[config.mk]
export PLATFORM = sky130hd
export DESIGN_NAME = bcd_disp_mux
export DESIGN_NICKNAME = d
export VERILOG_FILES = /design/src/rtl/bcd_disp_mux.sv
export SDC_FILE = /design/constraint.sdc
export NUM_CORES = 1
export LEC_CHECK = 0
export ABC_AREA = 0
export ABC_CLOCK_PERIOD_IN_PS = 2800
export CELL_PAD_IN_SITES_DETAIL_PLACEMENT = 1
export CELL_PAD_IN_SITES_GLOBAL_PLACEMENT = 2
export CORE_MARGIN = 2
export CORE_UTILIZATION = 25
export CTS_BUF_LIST = sky130_fd_sc_hd__clkbuf_8
export CTS_CLUSTER_SIZE = 12
export DETAILED_ROUTE_END_ITERATION = 10
export GPL_TIMING_DRIVEN = 0
export PLACE_DENSITY = 0.58
export RECOVER_POWER = 50
export SYNTH_ARGS = -nofsm -noshare
export SYNTH_HDL_FRONTEND = slang
export SYNTH_SLANG_ARGS = --single-unit
[constraint.sdc]
create_clock -name i_clk -period 2.8 [get_ports i_clk]
set_input_delay 0.56 -clock i_clk [delete_from_list [all_inputs] [get_ports i_clk]]
set_output_delay 0.56 -clock i_clk [all_outputs]
set_load 0.1 [all_outputs]
[src/rtl/bcd_disp_mux.sv]
// Four-digit multiplexed 7-segment driver for captured BCD values, with
// leading-zero blanking, per-digit decimal points and an overflow dash display.
module bcd_disp_mux #(
    parameter int REFRESH_DIV = 50000
) (
    input  logic       i_clk,
    input  logic       i_rst_n,
    input  logic       i_load,
    input  logic [3:0] i_bcd [3:0],
    input  logic [3:0] i_dp,
    input  logic       i_ovf,
    input  logic       i_blank_en,
    output logic [3:0] o_an,
    output logic [7:0] o_seg,
    output logic [1:0] o_idx
);
    localparam int CW = (REFRESH_DIV > 2) ? $clog2(REFRESH_DIV) : 1;
    localparam logic [CW-1:0] PRESC_LAST = CW'(REFRESH_DIV - 1);

    // Active-low {g,f,e,d,c,b,a}; anything outside 0..9 renders as a dash.
    function automatic logic [6:0] seg_encode(input logic [3:0] digit);
        logic [6:0] seg;
        case (digit)
            4'd0:    seg = 7'h40;
            4'd1:    seg = 7'h79;
            4'd2:    seg = 7'h24;
            4'd3:    seg = 7'h30;
            4'd4:    seg = 7'h19;
            4'd5:    seg = 7'h12;
            4'd6:    seg = 7'h02;
            4'd7:    seg = 7'h78;
            4'd8:    seg = 7'h00;
            4'd9:    seg = 7'h10;
            default: seg = 7'h3F;
        endcase
        return seg;
    endfunction

    logic [3:0]    bcd_q [3:0];
    logic [3:0]    bcd_d [3:0];
    logic [3:0]    dp_q, dp_d;
    logic          ovf_q, ovf_d;
    logic [CW-1:0] presc_q, presc_d;
    logic [1:0]    idx_q, idx_d;
    logic [3:0]    an_q, an_d;
    logic [7:0]    seg_q, seg_d;
    logic [1:0]    oidx_q, oidx_d;
    logic          upper_zero_s;
    logic          blank_s;
    logic [3:0]    an_lit_s;

    // Next-state: capture, prescaler/index scan, and the output image for idx_q.
    always_comb begin
        bcd_d = bcd_q;
        dp_d  = dp_q;
        ovf_d = ovf_q;
        if (i_load) begin
            bcd_d = i_bcd;
            dp_d  = i_dp;
            ovf_d = i_ovf;
        end else begin
            bcd_d = bcd_q;
            dp_d  = dp_q;
            ovf_d = ovf_q;
        end

        if (presc_q == PRESC_LAST) begin
            presc_d = '0;
            idx_d   = idx_q + 2'd1;
        end else begin
            presc_d = presc_q + CW'(1);
            idx_d   = idx_q;
        end

        // Digit 0 always stays lit so a zero reading still shows "0".
        case (idx_q)
            2'd3:    upper_zero_s = (bcd_q[3] == 4'd0);
            2'd2:    upper_zero_s = (bcd_q[3] == 4'd0) && (bcd_q[2] == 4'd0);
            2'd1:    upper_zero_s = (bcd_q[3] == 4'd0) && (bcd_q[2] == 4'd0) &&
                                    (bcd_q[1] == 4'd0);
            default: upper_zero_s = 1'b0;
        endcase
        blank_s  = i_blank_en & ~ovf_q & upper_zero_s;
        an_lit_s = ~(4'b0001 << idx_q);

        if (blank_s) begin
            an_d  = 4'hF;
            seg_d = 8'hFF;
        end else if (ovf_q) begin
            an_d  = an_lit_s;
            seg_d = {~dp_q[idx_q], 7'h3F};
        end else begin
            an_d  = an_lit_s;
            seg_d = {~dp_q[idx_q], seg_encode(bcd_q[idx_q])};
        end
        oidx_d = idx_q;
    end

    // State and registered outputs with synchronous active-low reset.
    always_ff @(posedge i_clk) begin
        if (!i_rst_n) begin
            bcd_q   <= '{default: 4'd0};
            dp_q    <= 4'd0;
            ovf_q   <= 1'b0;
            presc_q <= '0;
            idx_q   <= 2'd0;
            an_q    <= 4'hF;
            seg_q   <= 8'hFF;
            oidx_q  <= 2'd0;
        end else begin
            bcd_q   <= bcd_d;
            dp_q    <= dp_d;
            ovf_q   <= ovf_d;
            presc_q <= presc_d;
            idx_q   <= idx_d;
            an_q    <= an_d;
            seg_q   <= seg_d;
            oidx_q  <= oidx_d;
        end
    end

    assign o_an  = an_q;
    assign o_seg = seg_q;
    assign o_idx = oidx_q;

endmodule

== Word-level counts from Yosys, hierarchy flattened ==
Memory sizes are Yosys's and may differ from the RTL's.
Index checks and enable logic that the tools add are counted.
W data, S select, Z words.

* Reductions and logical operators: 8
* Magnitude comparators: 1
* Eq/ne operators: 4
* Shifts and indexed selects: 1
* $add $sub $neg: 2
* Mux-type cells: 6
* Bitwise logic cells: 6

{| class="wikitable"
|+ Operators by type and width
! kind !! number
|-
| $add A16 B1 Y16 const B || 1
|-
| $eq A16 B16 Y1 const B || 1
|-
| $logic_not A4 Y1 || 3
|-
| $bmux W4 S2 || 1
|-
| $mux W7 || 1
|-
| $eq A2 B2 Y1 const B || 2
|-
| $mux W4 || 1
|-
| $not A4 Y4 || 1
|-
| $reduce_or A2 Y1 || 2
|-
| $shl A1 B2 Y4 const A || 1
|-
| $lt A2 B3 Y1 const B || 1
|-
| $not A1 Y1 || 3
|-
| $pmux W1 S3 || 1
|-
| $reduce_or A3 Y1 || 1
|-
| $add A2 B1 Y2 const B || 1
|-
| $and A1 B1 Y1 || 2
|-
| $bmux W1 S2 || 1
|-
| $eq A2 B1 Y1 const B || 1
|-
| $logic_and A1 B1 Y1 || 2
|-
| $mux W1 || 1
|}

* Word-level logic and storage cells: 41
* Output and inout port bits: 14
* Register bits: 53
* Memory bits (read-only): 112
* Bits of input ports: 25
* Memories: 1

{| class="wikitable"
|+ Memory list
! memory !! words !! width !! read ports !! clocked after Yosys merged registers in !! write ports !! RTL line !! RTL
|-
| (name not given) || 16 || 7 || 1 || 0 || 0 || 23 || <nowiki>case (digit)</nowiki>
|}

== Logic depth before layout (Yosys ltp) ==
* Depth after elaboration: 6
* Mapped depth: 7
* Mapped depth without buffers: 6

== Worst setup path after synthesis ==
Ideal clock, no wire load.

* Path type: reg-to-reg
* From: reg idx_q[1]
* To: reg seg_q[4], in the netlist o_seg[4]
* Path buffers: 1
* Slack: 0.830 ns
* Arrival time: 1.832 ns
* Stages on the path, launching flop included: 8
* Library setup time: 0.137 ns
* Path through: dfxtp_1 buf_6 mux4_1 inv_1 ha_1 nor3_1 o41ai_1 nand3b_1

* Cells in the longest elaborated chain, start to end: 4
* Elaborated cells on any way between the ends: 9
* Classes of those cells: eq/ne: 3; mux: 3; bitwise: 1; reduce/logical: 1; memory: 1

{| class="wikitable"
|+ Ends and longest elaborated chain
! what !! RTL line !! RTL
|-
| from (decl) || 44 || <nowiki>logic [1:0] idx_q, idx_d;</nowiki>
|-
| from (signal assigned) || 115 || <nowiki>idx_q <= idx_d;</nowiki>
|-
| branches (longest 4 deep; another with $mem_v2 Z16 W7) || - ||
|-
| to (signal assigned) || 117 || <nowiki>seg_q <= seg_d;</nowiki>
|-
| to (decl) || 46 || <nowiki>logic [7:0] seg_q, seg_d;</nowiki>
|}

Parallel ways; which one is timed is not known. The select of a mux whose other input is x is not followed.
A chain may end at the register's enable or synchronous reset.

== Worst setup path in the final report ==
* From: reg oidx_q[0], in the netlist o_idx[0]
* To: out o_idx[0]

{| class="wikitable"
|+ RTL lines
! what !! RTL line !! RTL
|-
| from (decl) || 47 || <nowiki>logic [1:0] oidx_q, oidx_d;</nowiki>
|-
| from (signal assigned) || 118 || <nowiki>oidx_q <= oidx_d;</nowiki>
|-
| to (decl) || 15 || <nowiki>output logic [1:0] o_idx</nowiki>
|}

No word-level cell between the ends.

==> metrics.yaml <==
outcome: "finished, final reports clean"
synth-seq-area-share: 0.462
layout.core_utilization: 0.328
clock_tree.htree_level_count: 2
floorplan.rows: 34
place_area_um2: 2800
p_clk_frac: 0.304
postSynthAreaPerCell_um2: 10.1
cpMaxStageDelayCell: "clkdlybuf4s50_1"
grt_antenna_before_repair: 0
core_outline_area_um2: 8810
tightest_slew_ns: 0.979
worst_setup_hold_path_clk_slew_ns: 0.10
synth.ff_latch_count: 53
dp_hpwl_mm: 4.17
synth_top_cell_area_share: 0.462
finish.instance_area_um2: 2890
cts_tree: "done"
finalSetupViolations: 0
synth_area_um2: 2300
netlist-cell-type-count: 39
period_minus_slack_ns: 2.32
drc_errors: 0
synth.net_count: 263
startpoint_type: "register"
crit_type: "reg -> out"
power.share.combinational: 0.160
power.static_leakage_nw: 1.15
synth_async_sr_flop_share: 0
slew-limit-headroom: 0.345
vdd_ir_drop_max_uv: 188
cap_viol_max_count: 0
dominant_cell_type_by_area_after_synthesis: "dfxtp_1"
dr.first_iter.drc_count: 30
synth_warnings: 0
layout-drive-gt1-share: 0.0515
start_util: 0.261
cts_made_buffers: 5
critical_path.endpoint_type: "output port"
critical_path_s_top_delay_family: "buffers and inverters"
maximum_operating_frequency_mhz: 430
timing.critical_path.buf_inv: 1
synth.top_cells.by_count: "dfxtp_1, nor2_1, mux2i_1"
worst_hold_path_type: "reg -> reg"
multiInputGateArea_um2: 1150
setup_tns_ns: 0
path_max_fanout: 1
antenna_cells: 0
avgRoutedWirePerCell_um: 14.5
cts.hold.buffers_added: 0
cts_root_buf: "clkbuf_8"
synth_edf_count: 0
dieWidth_um: 99.9
whs_ns: 0.484
dr.pass1.iters: 4
clk_latency_ns: 0.31
timing.critical_path.cells: "clkdlybuf4s50_1"
grt_pass1_vias: 1802
routed_wl_mm: 5.53
grt_overflow: 0
postSynth.topFlopCell: "dfxtp_1"
yosysMostFrequentCell: "dfxtp_1"
maxSlewViolCount: 0
drt-vias-per-instance: 4.59
grt_usage: 0.119
cts.repair.resized: 0
grt_pass1_wl_mm: 9.25
boundaryPins: 39
rsz_0062_raised_after_global_routing: "no"
synthTopCellsByArea: "dfxtp_1, mux2i_1, nor2_1, ha_1, xor2_1"
power.share.switching: 0.285
pin_count_of_the_biggest_net_entering_global_routing: 17
fin_skew_ns: 0.0149
seqPwrFrac: 0.536
regArea_um2: 1060
route.vias.total: 1745
fp.dieArea_um2: 9970
power.density_cell_area_nw_per_um2: 522
crit_arrival_ns: 1.76
place_congestion: 0.684
port-buffer-count: 37
die_height_um: 99.9
final_worst_path_cycle_share: 0.830
post-cts-setup-buffers: 0
detail-route-antenna-nets: 0
critPathMaxStageDelay_ns: 1.13
nets: 307
required_ns: 2.24
clock_sinks: 53
synthCells: 227
p_int_w: 0.00108
nFillCells: 1001
switchingPower_w: 0.000430
signed_area_change_from_the_synthesized_netlist_to_the_final_layout_pct: 25.7
cts-root-to-sink-buffers: 2
hold_violations: 0
[worst reg2reg max path: stages (launching register included)]
cell	delay, ns
dfxtp_1	0.37
buf_2	0.26
mux4_2	0.63
o21a_1	0.16
a2111oi_2	0.60
o21ai_1	0.13
[power groups by stage]
stage	combinational, W	clock (W)	sequential, W
2_1_floorplan	0.0000806	0	0.000905
3_3_place_gp	0.000246	0	0.000826
3_5_place_dp	0.000247	0	0.000827
4_1_cts	0.000247	0.000487	0.000810
5_1_grt	0.000260	0.000512	0.000813
6_report	0.000242	0.000458	0.000808
[final timing paths]
| path | startpoint | end | slack [ns] | cells past startpoint |
|---|---|---|---|---|
| worst max-delay path | o_idx[0] | o_idx[0] | 0.48 | 1 |
| worst min register to register | presc_q[0] | presc_q[0] | 0.48 | 1 |
| worst min-delay path | presc_q[0] | presc_q[0] | 0.48 | 1 |
| worst max register to register | idx_q[0] | o_seg[5] | 0.50 | 5 |
[state kept, by name, summed over array words and instances, names as in the netlist]
name	cells
bcd_q	16
presc_q	16
o_seg	8
dp_q	4
o_an	4
idx_q	2
o_idx	2
ovf_q	1
[cell type report]
class,count,share of cell area
timing repair buffer,37,0.128
tap,108,0.0468
buffer,12,0.0186
sequential,53,0.368
clock buffer,6,0.0286
inverter,5,0.00650
clock inverter,2,0.00477
multi-input combinational,157,0.399
[logic make-up after synthesis]
| kind of cell | share of synthesized area |
|---|---|
| adder cells (fa/ha/maj) | 0.0599 |
| multiplexers | 0.157 |
| AO/OA/AOI/OAI | 0.0566 |
| flip-flops | 0.462 |
| buffers and inverters | 0.0316 |
| XOR/XNOR | 0.0496 |
| AND/OR/NAND/NOR | 0.184 |
[cell usage in the layout (no fill, tap or decap), drive strengths merged, types with 2 or more instances in the layout]
cell type       n
nor3            3
nor4            2
clkbuf         15
o21ai           4
clkdlybuf4s50  36
nor4bb          2
nand4           4
inv             4
and4            3
clkinv          3
xnor2           3
nand2          13
ha             11
nand3           6
and3            3
o31ai           2
dfxtp          53
xor2           10
nor2b           2
buf             3
mux2i          24
mux4            5
nor4b           2
nand3b          2
nor2           41
a21oi           5
[stage by stage]
| step | worst slack (ns) | cells | power, W |
|---|---|---|---|
| finish | 0.476 | 380 | 0.00151 |
| global route | 0.195 | 380 | 0.00159 |
| CTS | 0.448 | 380 | 0.00154 |
| detailed placement | 0.393 | 372 | 0.00107 |
| global placement | 0.424 | 372 | 0.00107 |
| floorplan | 0.830 | 227 | 0.000986 |
[layer usage]
layer / global-route usage / vias up / wire [um]
met1: 0.166 / 828 / 2900
met2: 0.183 / 35 / 2330
met5: 0 / - / 0
met3: 0.0258 / 8 / 215
met4: 0.0411 / 0 / 81
li1: - / 874 / -
Power figures use the tool's default switching activity.
